**src/rtl/count_ctrl_pkg.sv**
```systemverilog
// Shared types and constants for the run/stop/clear controller of the 4-digit counter.
// Latency: none (declarations only).
// Backpressure: none.
// Contents: ctrl_state_t, NUM_DIGITS, AN_RST anode reset pattern, anode_of() decoder.
package count_ctrl_pkg;

  localparam int NUM_DIGITS = 4;
  localparam int SEL_W      = $clog2(NUM_DIGITS);

  // Digit 0 lit, all others dark (active-low anodes).
  localparam logic [NUM_DIGITS-1:0] AN_RST = 4'b1110;

  typedef enum logic [1:0] {
    IDLE  = 2'd0,
    RUN   = 2'd1,
    PAUSE = 2'd2
  } ctrl_state_t;

  // Active-low one-hot anode drive for a digit index.
  function automatic logic [NUM_DIGITS-1:0] anode_of(input logic [SEL_W-1:0] sel);
    return ~(NUM_DIGITS'(1) << sel);
  endfunction

endpackage

```
**src/rtl/count_ctrl_if.sv**
```systemverilog
// Bundle of the controller's front-panel, counter and display signals.
// Latency: none (wiring only).
// Backpressure: none; every signal is a plain level or single-cycle pulse.
// Ports: clk_div/btn_run/btn_clr/cnt_max in, cnt_en/cnt_clr/running/scan_sel/an_n out
//        (directions as seen by the controller through the slave modport).
interface count_ctrl_if;
  import count_ctrl_pkg::*;

  logic                  clk_div;
  logic                  btn_run;
  logic                  btn_clr;
  logic                  cnt_max;
  logic                  cnt_en;
  logic                  cnt_clr;
  logic                  running;
  logic [SEL_W-1:0]      scan_sel;
  logic [NUM_DIGITS-1:0] an_n;

  // Environment side: divider, debouncers, counter datapath, display.
  modport master (
    output clk_div, btn_run, btn_clr, cnt_max,
    input  cnt_en, cnt_clr, running, scan_sel, an_n
  );

  // Controller side.
  modport slave (
    input  clk_div, btn_run, btn_clr, cnt_max,
    output cnt_en, cnt_clr, running, scan_sel, an_n
  );

endinterface

```
**src/rtl/count_ctrl_edge_det.sv**
```systemverilog
// Rising-edge detector: rise = d & ~d_q, d_q being d from the previous mclk cycle.
// Latency: combinational from d (one registered stage of history).
// Backpressure: none.
// Ports: mclk, rst (sync, active-high), d (level in), rise (edge out).
module edge_det (
  input  logic mclk,
  input  logic rst,
  input  logic d,
  output logic rise
);

  logic d_q;

  // d_q clears on reset, so a level already high at release yields one edge.
  always_ff @(posedge mclk) begin
    if (rst) begin
      d_q <= 1'b0;
    end else begin
      d_q <= d;
    end
  end

  assign rise = d & ~d_q;

endmodule

```
**src/rtl/count_ctrl.sv**
```systemverilog
// Run/stop/clear controller: turns divider ticks and button edges into count pulses, plus display scan.
// Latency: an edge on cycle N shows as cnt_en/cnt_clr/running change on cycle N+1 (all outputs registered).
// Backpressure: none; inputs are sampled every cycle and pulses are never held or queued.
// Ports: mclk, rst (sync, active-high), bus (count_ctrl_if.slave: clk_div, btn_run, btn_clr,
//        cnt_max in; cnt_en, cnt_clr, running, scan_sel, an_n out).
module count_ctrl
  import count_ctrl_pkg::*;
#(
  parameter int SCAN_DIV = 16,
  parameter bit WRAP     = 1'b1
) (
  input  logic         mclk,
  input  logic         rst,
  count_ctrl_if.slave  bus
);

  localparam int PW = $clog2(SCAN_DIV);

  logic tick;
  logic run_rise;
  logic clr_rise;

  edge_det u_tick (.mclk(mclk), .rst(rst), .d(bus.clk_div), .rise(tick));
  edge_det u_run  (.mclk(mclk), .rst(rst), .d(bus.btn_run), .rise(run_rise));
  edge_det u_clr  (.mclk(mclk), .rst(rst), .d(bus.btn_clr), .rise(clr_rise));

  // ---------------------------------------------------------------- FSM
  ctrl_state_t state;
  ctrl_state_t state_nxt;
  logic        en_nxt;
  logic        clr_nxt;
  logic        cnt_en_q;
  logic        cnt_clr_q;
  logic        running_q;

  always_comb begin
    state_nxt = state;
    en_nxt    = 1'b0;
    clr_nxt   = 1'b0;
    if (clr_rise) begin
      // Clear wins over any run edge or tick in the same cycle.
      clr_nxt   = 1'b1;
      state_nxt = IDLE;
    end else begin
      case (state)
        IDLE: begin
          if (run_rise) state_nxt = RUN;
        end
        RUN: begin
          if (tick) begin
            // Without wrap, a tick at 9999 parks the counter instead of rolling it.
            if (!WRAP && bus.cnt_max) state_nxt = PAUSE;
            else                      en_nxt    = 1'b1;
          end
          // A tick coinciding with the pause edge is still counted.
          if (run_rise) state_nxt = PAUSE;
        end
        PAUSE: begin
          if (run_rise) state_nxt = RUN;
        end
        default: state_nxt = IDLE;
      endcase
    end
  end

  always_ff @(posedge mclk) begin
    if (rst) begin
      state     <= IDLE;
      cnt_en_q  <= 1'b0;
      cnt_clr_q <= 1'b0;
      running_q <= 1'b0;
    end else begin
      state     <= state_nxt;
      cnt_en_q  <= en_nxt;
      cnt_clr_q <= clr_nxt;
      running_q <= (state_nxt == RUN);
    end
  end

  // ---------------------------------------------------------------- display scan
  logic [PW-1:0]         presc;
  logic [SEL_W-1:0]      scan_sel_q;
  logic [SEL_W-1:0]      sel_inc;
  logic [NUM_DIGITS-1:0] an_n_q;

  assign sel_inc = scan_sel_q + SEL_W'(1);

  // Free-running regardless of FSM state; anodes are re-decoded with the select so both move together.
  always_ff @(posedge mclk) begin
    if (rst) begin
      presc      <= '0;
      scan_sel_q <= '0;
      an_n_q     <= AN_RST;
    end else if (presc == PW'(SCAN_DIV - 1)) begin
      presc      <= '0;
      scan_sel_q <= sel_inc;
      an_n_q     <= anode_of(sel_inc);
    end else begin
      presc      <= presc + PW'(1);
    end
  end

  assign bus.cnt_en   = cnt_en_q;
  assign bus.cnt_clr  = cnt_clr_q;
  assign bus.running  = running_q;
  assign bus.scan_sel = scan_sel_q;
  assign bus.an_n     = an_n_q;

endmodule

```
**src/flat_wrapper.sv**
```systemverilog
// flat-port wrapper written by rule: the top's interface ports become plain ports
module count_ctrl_flat import count_ctrl_pkg::*;
#(
  parameter int SCAN_DIV = 16,
  parameter bit WRAP     = 1'b1
)
  (mclk, rst, bus_clk_div, bus_btn_run, bus_btn_clr, bus_cnt_max, bus_cnt_en, bus_cnt_clr, bus_running, bus_scan_sel, bus_an_n);
  count_ctrl_if bus_i ();
  input  logic mclk;
  input  logic rst;
  input wire logic [$bits(bus_i.clk_div)-1:0] bus_clk_div;
  input wire logic [$bits(bus_i.btn_run)-1:0] bus_btn_run;
  input wire logic [$bits(bus_i.btn_clr)-1:0] bus_btn_clr;
  input wire logic [$bits(bus_i.cnt_max)-1:0] bus_cnt_max;
  output wire logic [$bits(bus_i.cnt_en)-1:0] bus_cnt_en;
  output wire logic [$bits(bus_i.cnt_clr)-1:0] bus_cnt_clr;
  output wire logic [$bits(bus_i.running)-1:0] bus_running;
  output wire logic [$bits(bus_i.scan_sel)-1:0] bus_scan_sel;
  output wire logic [$bits(bus_i.an_n)-1:0] bus_an_n;
  assign bus_i.clk_div = bus_clk_div;
  assign bus_i.btn_run = bus_btn_run;
  assign bus_i.btn_clr = bus_btn_clr;
  assign bus_i.cnt_max = bus_cnt_max;
  assign bus_cnt_en = bus_i.cnt_en;
  assign bus_cnt_clr = bus_i.cnt_clr;
  assign bus_running = bus_i.running;
  assign bus_scan_sel = bus_i.scan_sel;
  assign bus_an_n = bus_i.an_n;
  count_ctrl #(.SCAN_DIV(SCAN_DIV), .WRAP(WRAP)) u_core (.mclk(mclk), .rst(rst), .bus(bus_i));
endmodule
```
**config.mk**
```make
export PLATFORM = sky130hd
export DESIGN_NAME = count_ctrl_flat
export DESIGN_NICKNAME = d
export VERILOG_FILES = /design/src/rtl/count_ctrl_pkg.sv /design/src/rtl/count_ctrl_if.sv /design/src/rtl/count_ctrl_edge_det.sv /design/src/rtl/count_ctrl.sv /design/src/flat_wrapper.sv
export SDC_FILE = /design/constraint.sdc
export NUM_CORES = 1
export LEC_CHECK = 0
export ABC_CLOCK_PERIOD_IN_PS = 1500
export BUFFER_PORTS_ARGS = -buffer_cell sky130_fd_sc_hd__buf_2
export CELL_PAD_IN_SITES_DETAIL_PLACEMENT = 0
export CELL_PAD_IN_SITES_GLOBAL_PLACEMENT = 1
export CORE_MARGIN = 1.5
export CORE_UTILIZATION = 40
export CTS_BUF_LIST = sky130_fd_sc_hd__clkbuf_2 sky130_fd_sc_hd__clkbuf_4 sky130_fd_sc_hd__clkbuf_8
export DETAILED_ROUTE_END_ITERATION = 7
export GPL_TIMING_DRIVEN = 1
export PLACE_DENSITY = 0.88
export SKIP_CTS_REPAIR_TIMING = 1
export SYNTH_ARGS = -nofsm -noshare
export SYNTH_HDL_FRONTEND = slang
export SYNTH_SLANG_ARGS = --single-unit
```
**constraint.sdc**
```tcl
create_clock -name mclk -period 1.5 [get_ports mclk]
set_input_delay 0.075 -clock mclk [delete_from_list [all_inputs] [get_ports mclk]]
set_output_delay 0.075 -clock mclk [all_outputs]
set_load 0.05 [all_outputs]
```
After elaboration in Yosys (flattened, before gate mapping)
Index checks and enable logic that the tools add are counted.

storage, ports and cells
  bits in registers = 18
  input bits = 6
  word-level logic and storage cells = 35

cells by class
  mux-type cells = 6
  add/sub/neg operators = 2
  reductions and logical operators = 4
  shifts and indexed selects = 1
  bitwise logic cells = 8
  eq/ne operators = 4

operators with widths
  operator                                          count
  2-to-1 mux 2 bit                                  3
  adder 4 x 1 -> 4 bit (second input constant)      1
  == test 2 x 1 -> 1 bit (second input constant)    2
  == test 4 bit (second input constant)             1
  inverter 1 bit                                    4
  inverter 4 bit                                    1
  case mux 2 bit (2 select lines)                   1
  OR reduction 2 bit                                2
  left shift 1 x 2 -> 4 bit (first input constant)  1
  AND 1 bit                                         3
  OR reduction 3 bit                                1
  adder 2 x 1 -> 2 bit (second input constant)      1
  == test 2 bit (second input constant)             1
  zero test 2 bit                                   1
  2-to-1 mux 1 bit                                  2

Logic depth before layout (Yosys ltp)
Gate-level depths: netlist (run 1).

  depth in word-level cells = 6
  mapped depth = 5
  depth with buffers taken out = 4

Modules after synthesis
Synthesis (run 1) repeated with hierarchy kept, for this count alone.

unflattened totals
  cell total of the unflattened synthesis = 68
  area, all modules = 742.0 µm²

modules (own cells, without submodules)
  module      area an instance (µm²)  cells each  seq. area each (µm²)  times used
  count_ctrl  599.3                   59          300.3                 1
  edge_det    47.5                    3           20.0                  3

Worst setup path before layout (run 1)
OpenSTA, ideal clock, no wires.

  path type = reg2reg
  start point = register u_core.scan_sel_q[0] (netlist: u_core.bus.scan_sel[0])
  end point = register u_core.scan_sel_q[1] (netlist: u_core.bus.scan_sel[1])
  clock period less this slack = 1327 ps
  path buffers = 0
  cell stages (with the launch flop) = 5
  required time = 1380 ps
  data arrival time = 1207 ps
  slack = 173 ps
  setup time = 120 ps
  path through = dfxtp_1 > inv_1 > ha_1 > nand2_1 > a21oi_1

on the way
  cells in the longest elaborated chain, start to end = 1

RTL lines
  item                         RTL line          source
  start: declaration           count_ctrl.sv:82  logic [SEL_W-1:0] scan_sel_q;
  start signal: assignment     count_ctrl.sv:96  scan_sel_q <= sel_inc;
  adder 2 x 1 -> 2 bit         count_ctrl.sv:86  assign sel_inc = scan_sel_q + SEL_W'(1);
  named net u_core.sel_inc[1]  count_ctrl.sv:83  logic [SEL_W-1:0] sel_inc;

The timed path passes the listed nets, and every way through them passes these cells.
A chain may end at the register's enable or synchronous reset.

Final worst setup path (run 1)
  start point = register u_core.presc[0]
  end point = register u_core.an_n_q[0] (netlist: u_core.bus.an_n[0])

on the way
  cells in the longest elaborated chain, start to end = 1

RTL lines
  item                      RTL line          source
  start: declaration        count_ctrl.sv:81  logic [PW-1:0] presc;
  start signal: assignment  count_ctrl.sv:99  presc <= presc + PW'(1);
  == test 4 bit             count_ctrl.sv:94  end else if (presc == PW'(SCAN_DIV - 1)) begin
  end signal: assignment    count_ctrl.sv:97  an_n_q <= anode_of(sel_inc);
  end: declaration          count_ctrl.sv:84  logic [NUM_DIGITS-1:0] an_n_q;

No other way between the ends.

==> impl_metrics.yaml, run 1 <==
grt:
  antenna_found_initial: 0
  grt_pass1_vias: 440
  grt_pass1_wl_mm: 1.79
  grt-ovfl-total: 0
  grt.total_usage: 0.127
  grt_max_degree: 17
yosys:
  synth.avg_cell_area_um2: 10.7
  synth_cell_types: 23
  yosys_warnings: 0
  synthFlopType: "dfxtp_1"
  synth_edf_count: 0
  ys_seq_area_frac: 0.517
  synth_fp_nets: 76
  async_flop_share: 0
  syn-instance-count: 65
  ys_ff_latch: 18
  syn_area_um2: 697
finish:
  design_area_um2: 802
  diodes: 0
  nets: 92
  area_growth_pct: 15.1
  final_cells: 96
  drive_above_1_share: 0.275
  n_fill_cell: 157
drt:
  drt_wl_total_mm: 1.04
  wl_per_cell_um: 10.9
  first_iter_violations: 2
  drc: 0
  vias: 479
  dr.pass1.iters: 2
  drtAntennaViolNets: 0
  via_per_inst: 4.99
clocking:
  htree_levels: 1
  cts_buffer_depth: 2
  root_buffer: "clkbuf_4"
  cts.sink_count: 18
  tritoncts: "done"
  cts_buffers: 3
  clk_pin_slew_ns: 0.10
  clk-insertion-delay-late_ns: 0.28
setup_path:
  crit_arrival_ns: 1.52
  required_ns: 1.71
  cp_max_fo: 6
  critPathCaptureType: "flop"
  path_class: "reg2reg"
  crit_path_start_kind: "flop"
floorplanning:
  io_pins: 15
  initial_utilization: 0.442
  die_h_um: 44.7
  die_w_um: 44.7
  die_area_mm2: 0.00200
  rows: 14
  core-area_mm2: 0.00158
power:
  finalPower_mw: 0.854
  peakVddDrop_v: 0.000566
  p_leak_nw: 0.332
  switching_share: 0.217
  power_switching_mw: 0.185
  pwr-share-comb: 0.072
  pwr-share-seq: 0.591
  power.density_mw_per_mm2: 1060
  pwr-share-clk: 0.337
  power.internal_mw: 0.669
sta:
  rsz0062_at_grt: "false"
  tightest_slew_ns: 0.294
  fin_tns_setup_ns: 0
  fmax_mhz: 765
  period_share: 0.872
  final_max_slew_viol_count: 0
  relSlewSlack: 0.804
  hold_viol: 0
  skew_ns: 0.00437
  period_needed_ns: 1.31
  finalSetupViolations: 0
hold_path:
  hold_class: "in2reg"
run:
  cap_violations: 0
placement:
  dpl.hpwl_um: 743
  gp_congestion: 0.626
  port_buffers: 13
  placed_cell_area_um2: 766
  placedCellCount: 92
outcome:
  status: "completed"
cell type report:
| class | count | area [um2] | share of cell area |
|---|---|---|---|
| Inverter | 3 | 11.3 | 0.0140 |
| Clock buffer | 4 | 36.3 | 0.0452 |
| Multi-Input combinational cell | 42 | 309 | 0.385 |
| Sequential cell | 18 | 360 | 0.449 |
| Timing Repair Buffer | 13 | 65.1 | 0.0811 |
| Tap cell | 16 | 20.0 | 0.0250 |
state kept, by name, indices dropped and copies added, names as in the netlist:
register             count
u_core.bus.scan_sel      2
u_core.bus.an_n          4
u_core.bus.cnt_clr       1
u_core.presc             4
u_core.bus.running       1
u_core.u_clr.d_q         1
u_core.u_tick.d_q        1
u_core.bus.cnt_en        1
u_core.state             2
u_core.u_run.d_q         1
stage by stage:
| stage | hold slack, ns | util | setup WS (ns) |
|---|---|---|---|
| 3_5_place_dp | 0.317 | 0.486 | 0.217 |
| 4_1_cts | 0.00448 | 0.509 | 0.169 |
| 3_3_place_gp | 0.305 | 0.486 | 0.234 |
| 6_report | 0.0139 | 0.509 | 0.192 |
| 2_1_floorplan | 0.147 | - | 0.173 |
| 5_1_grt | 0.0354 | 0.509 | 0.0947 |
per-layer routing:
| metal | share of wire | vias up | track usage |
|---|---|---|---|
| met4 | 0.019 | 0 | 0.109 |
| met1 | 0.49 | 220 | 0.159 |
| met3 | 0.025 | 2 | 0.0240 |
| met2 | 0.47 | 6 | 0.186 |
| met5 | 0 | - | 0 |
| li1 | - | 251 | - |
worst paths after layout:
check	startpoint	end	slack, ns	depth (start not counted)
max	u_core.presc[0]	u_core.bus.an_n[0]	0.19	4
min	bus_btn_run	u_core.u_run.d_q	0.01	2
max reg2reg	u_core.presc[0]	u_core.bus.an_n[0]	0.19	4
min reg2reg	u_core.u_tick.d_q	u_core.bus.cnt_en	0.41	1
worst max-delay path, stage by stage (launching register included):
cell,delay (ns)
dfxtp_1,0.38
ha_1,0.25
and3_1,0.34
nor2_2,0.06
a211oi_2,0.20
power groups by stage:
stage               sequential (mW)  combinational [mW]  clock [mW]
detailed placement            0.516              0.0623           0
global placement              0.515              0.0609           0
global route                  0.507              0.0707       0.320
floorplan                     0.526              0.0349           0
CTS                           0.505              0.0626       0.305
finish                        0.504              0.0619       0.288
Yosys cell counts (2+ instances only):
master	count	area, um2
nor2_1	5	18.8
nand2b_1	3	18.8
nor3_1	4	20.0
ha_1	5	62.6
nor2b_1	5	31.3
a21oi_1	3	15.0
nand2_1	2	7.51
xnor2_1	2	17.5
a211o_1	3	26.3
dfxtp_1	18	360
inv_1	3	11.3
layout by cell type, fill, tap and decap left out, types with 2 or more instances in the layout:
cell type and instances:
nand2b_1 3, nor3_1 4, nand2_1 2, ha_1 5, a211o_1 3, a21oi_1 3, buf_2 13, nor2_1 5
xnor2_1 2, dfxtp_1 18, nor2b_1 5, inv_1 3, clkbuf_4 3
kinds of logic after synthesis:
logic type / count (synthesis) / share of synthesized area
buf+inv: 5 / 0.0395
mux: 2 / 0.0377
simple gates: 25 / 0.206
fa+ha+maj: 5 / 0.0898
flops: 18 / 0.517
compound gates: 8 / 0.0844
xor+xnor: 2 / 0.0251
Note: power is estimated with default switching activity, not from simulation.
==> run 2: changes to the inputs <==
--- a/config.mk
+++ b/config.mk
@@ -14,8 +14,9 @@
 export CTS_BUF_LIST = sky130_fd_sc_hd__clkbuf_2 sky130_fd_sc_hd__clkbuf_4 sky130_fd_sc_hd__clkbuf_8
 export DETAILED_ROUTE_END_ITERATION = 7
 export GPL_TIMING_DRIVEN = 1
-export PLACE_DENSITY = 0.88
+export PLACE_DENSITY = 0.87
 export SKIP_CTS_REPAIR_TIMING = 1
 export SYNTH_ARGS = -nofsm -noshare
 export SYNTH_HDL_FRONTEND = slang
+export SYNTH_HIERARCHICAL = 1
 export SYNTH_SLANG_ARGS = --single-unit
==> impl_metrics.yaml, run 2 <==
outcome:
  status: "completed"
yosys:
  ys_seq_area_frac: 0.486
  async_flop_share: 0
  synth.avg_cell_area_um2: 10.9
  synth_fa_ha_area_frac: 0.0843
  synth_top_family_by_area: "simple AND/OR/NAND/NOR gates"
  yosys_warnings: 6
  ys_ff_latch: 18
  synth_compound_area_frac: 0.0860
  synth_mux_area_frac: 0.0135
  synth_cell_types: 22
  synthFlopType: "dfxtp_1"
  synth_edf_count: 0
  ys_top_cells_by_area: "dfxtp_1 (49%), nor2b_4 (11%), ha_1 (8.4%)"
  synth_xor_area_frac: 0.0236
  yosysMostFrequentCell: "dfxtp_1"
  synth.largest_area_cell: "dfxtp_1"
  syn_area_um2: 742
  synth_fp_nets: 79
  synth_common_cells: "dfxtp_1 (18), nor2_1 (6), nor2b_4 (6)"
  syn-instance-count: 68
  synth.top_cell.area_share: 0.486
  synthSimpleGateAreaFrac: 0.272
clocking:
  tritoncts: "done"
  cts_buffers: 3
  htree_levels: 1
  root_buffer: "clkbuf_4"
  clk_pin_slew_ns: 0.10
  cts.sink_count: 18
  clk-insertion-delay-late_ns: 0.28
  cts_buffer_depth: 2
setup_path:
  required_ns: 1.71
  critPathLaunch: "u_core/presc[0]"
  cp_max_fo: 6
  crit_path_start_kind: "flop"
  crit_end: "u_core/bus.an_n[0]"
  critPathCaptureType: "flop"
  r2r_cells: 4
  r2r_slack_ns: 0.17
  path_class: "reg2reg"
  r2r-end: "u_core/bus.an_n[0]"
  crit_arrival_ns: 1.54
  r2r-start: "u_core/presc[0]"
grt:
  grt-ovfl-total: 0
  grt_pass1_vias: 468
  antenna_found_initial: 0
  grt.total_usage: 0.122
  grt_max_degree: 19
  grt_pass1_wl_mm: 1.88
floorplanning:
  core-area_mm2: 0.00173
  die_w_um: 46.1
  initial_utilization: 0.430
  io_pins: 15
  die_h_um: 46.1
  rows: 15
  die_area_mm2: 0.00212
drt:
  vias: 521
  wl_per_cell_um: 10.9
  dr.pass1.iters: 4
  first_iter_violations: 4
  drtAntennaViolNets: 0
  drt_wl_total_mm: 1.18
  via_per_inst: 4.82
  drc: 0
finish:
  nets: 95
  final_util: 0.498
  area_growth_pct: 15.9
  diodes: 0
  final_cell_mix: "dfxtp_1 (18), buf_2 (13), nor2_1 (6), nor2b_4 (6), ha_1 (5)"
  drive_above_1_share: 0.313
  mostFrequentLayoutCell: "dfxtp_1"
power:
  switching_share: 0.222
  power.internal_mw: 0.674
  p_leak_nw: 0.362
  power_switching_mw: 0.192
  pwr-share-clk: 0.331
  power.density_mw_per_mm2: 1010
  pwr-share-comb: 0.084
  pwr-share-seq: 0.586
  peakVddDrop_v: 0.000497
placement:
  port_buffers: 13
  gp_congestion: 0.768
  dpl.hpwl_um: 867
sta:
  finalSetupViolations: 0
  tightest_slew_ns: 0.425
  skew_ns: 0.00617
  period_share: 0.887
  fin_tns_setup_ns: 0
  period_needed_ns: 1.33
  rsz0062_at_grt: "false"
  relSlewSlack: 0.717
  hold_viol: 0
  fmax_mhz: 752
  final_max_slew_viol_count: 0
hold_path:
  hold_class: "in2reg"
run:
  cap_violations: 0
run 2: routing by layer:
layer	up-vias	wire, um	global-route usage
met4	0	0	0.0229
met5	-	0	0
met1	249	529	0.152
met3	0	72	0.0471
met2	15	577	0.200
li1	257	-	-
run 2: metrics by stage:
step | std cells | cell area, um2 | hold WS [ns] | power [mW] | worst slack, ns
final | 108 | 860 | 0.0238 | 0.866 | 0.170
after global routing | 108 | 860 | 0.0199 | 0.904 | 0.102
after CTS | 108 | 860 | 0.0176 | 0.880 | 0.161
after detailed placement | 104 | 823 | 0.324 | 0.591 | 0.173
after global placement | 104 | 823 | 0.308 | 0.587 | 0.239
after floorplan | 68 | 742 | 0.139 | 0.569 | 0.159
run 2: how the worst min path moves through the flow:
stage / from / to / cells after the start
after global placement: bus_clk_div / u_core/u_tick/d_q / 2
after global routing: bus_btn_clr / u_core/u_clr/d_q / 2
after detailed placement: bus_clk_div / u_core/u_tick/d_q / 2
final: bus_clk_div / u_core/u_tick/d_q / 2
after floorplan: rst / u_core/u_clr/d_q / 1
after CTS: bus_btn_clr / u_core/u_clr/d_q / 2
run 2: logic make-up (layout without fill, tap and decap cells):
kind of cell	Yosys count	in the layout
buf+inv	5	20
compound gates	9	9
mux	1	1
fa+ha+maj	5	5
simple gates	28	28
xor+xnor	2	2
flops	18	18
run 2: layout make-up:
cell class,instances,area [um2]
tap,25,31.3
fill,173,867
timing repair buffer,13,65.1
sequential,18,360
clock buffer,4,36.3
multi-input combinational,45,355
inverter,3,11.3
run 2: power by group through the flow:
stage / sequential (mW) / combinational, mW / clock [mW]
after global routing: 0.509 / 0.0792 / 0.316
after global placement: 0.517 / 0.0696 / 0
after CTS: 0.507 / 0.0733 / 0.299
after floorplan: 0.528 / 0.0408 / 0
final: 0.508 / 0.0725 / 0.286
after detailed placement: 0.518 / 0.0731 / 0
run 2: worst max-delay path, cell delays in order (launching register included):
cell	delay, ns
dfxtp_1	0.38
ha_1	0.27
and3_1	0.35
nor2_2	0.06
a211oi_2	0.19
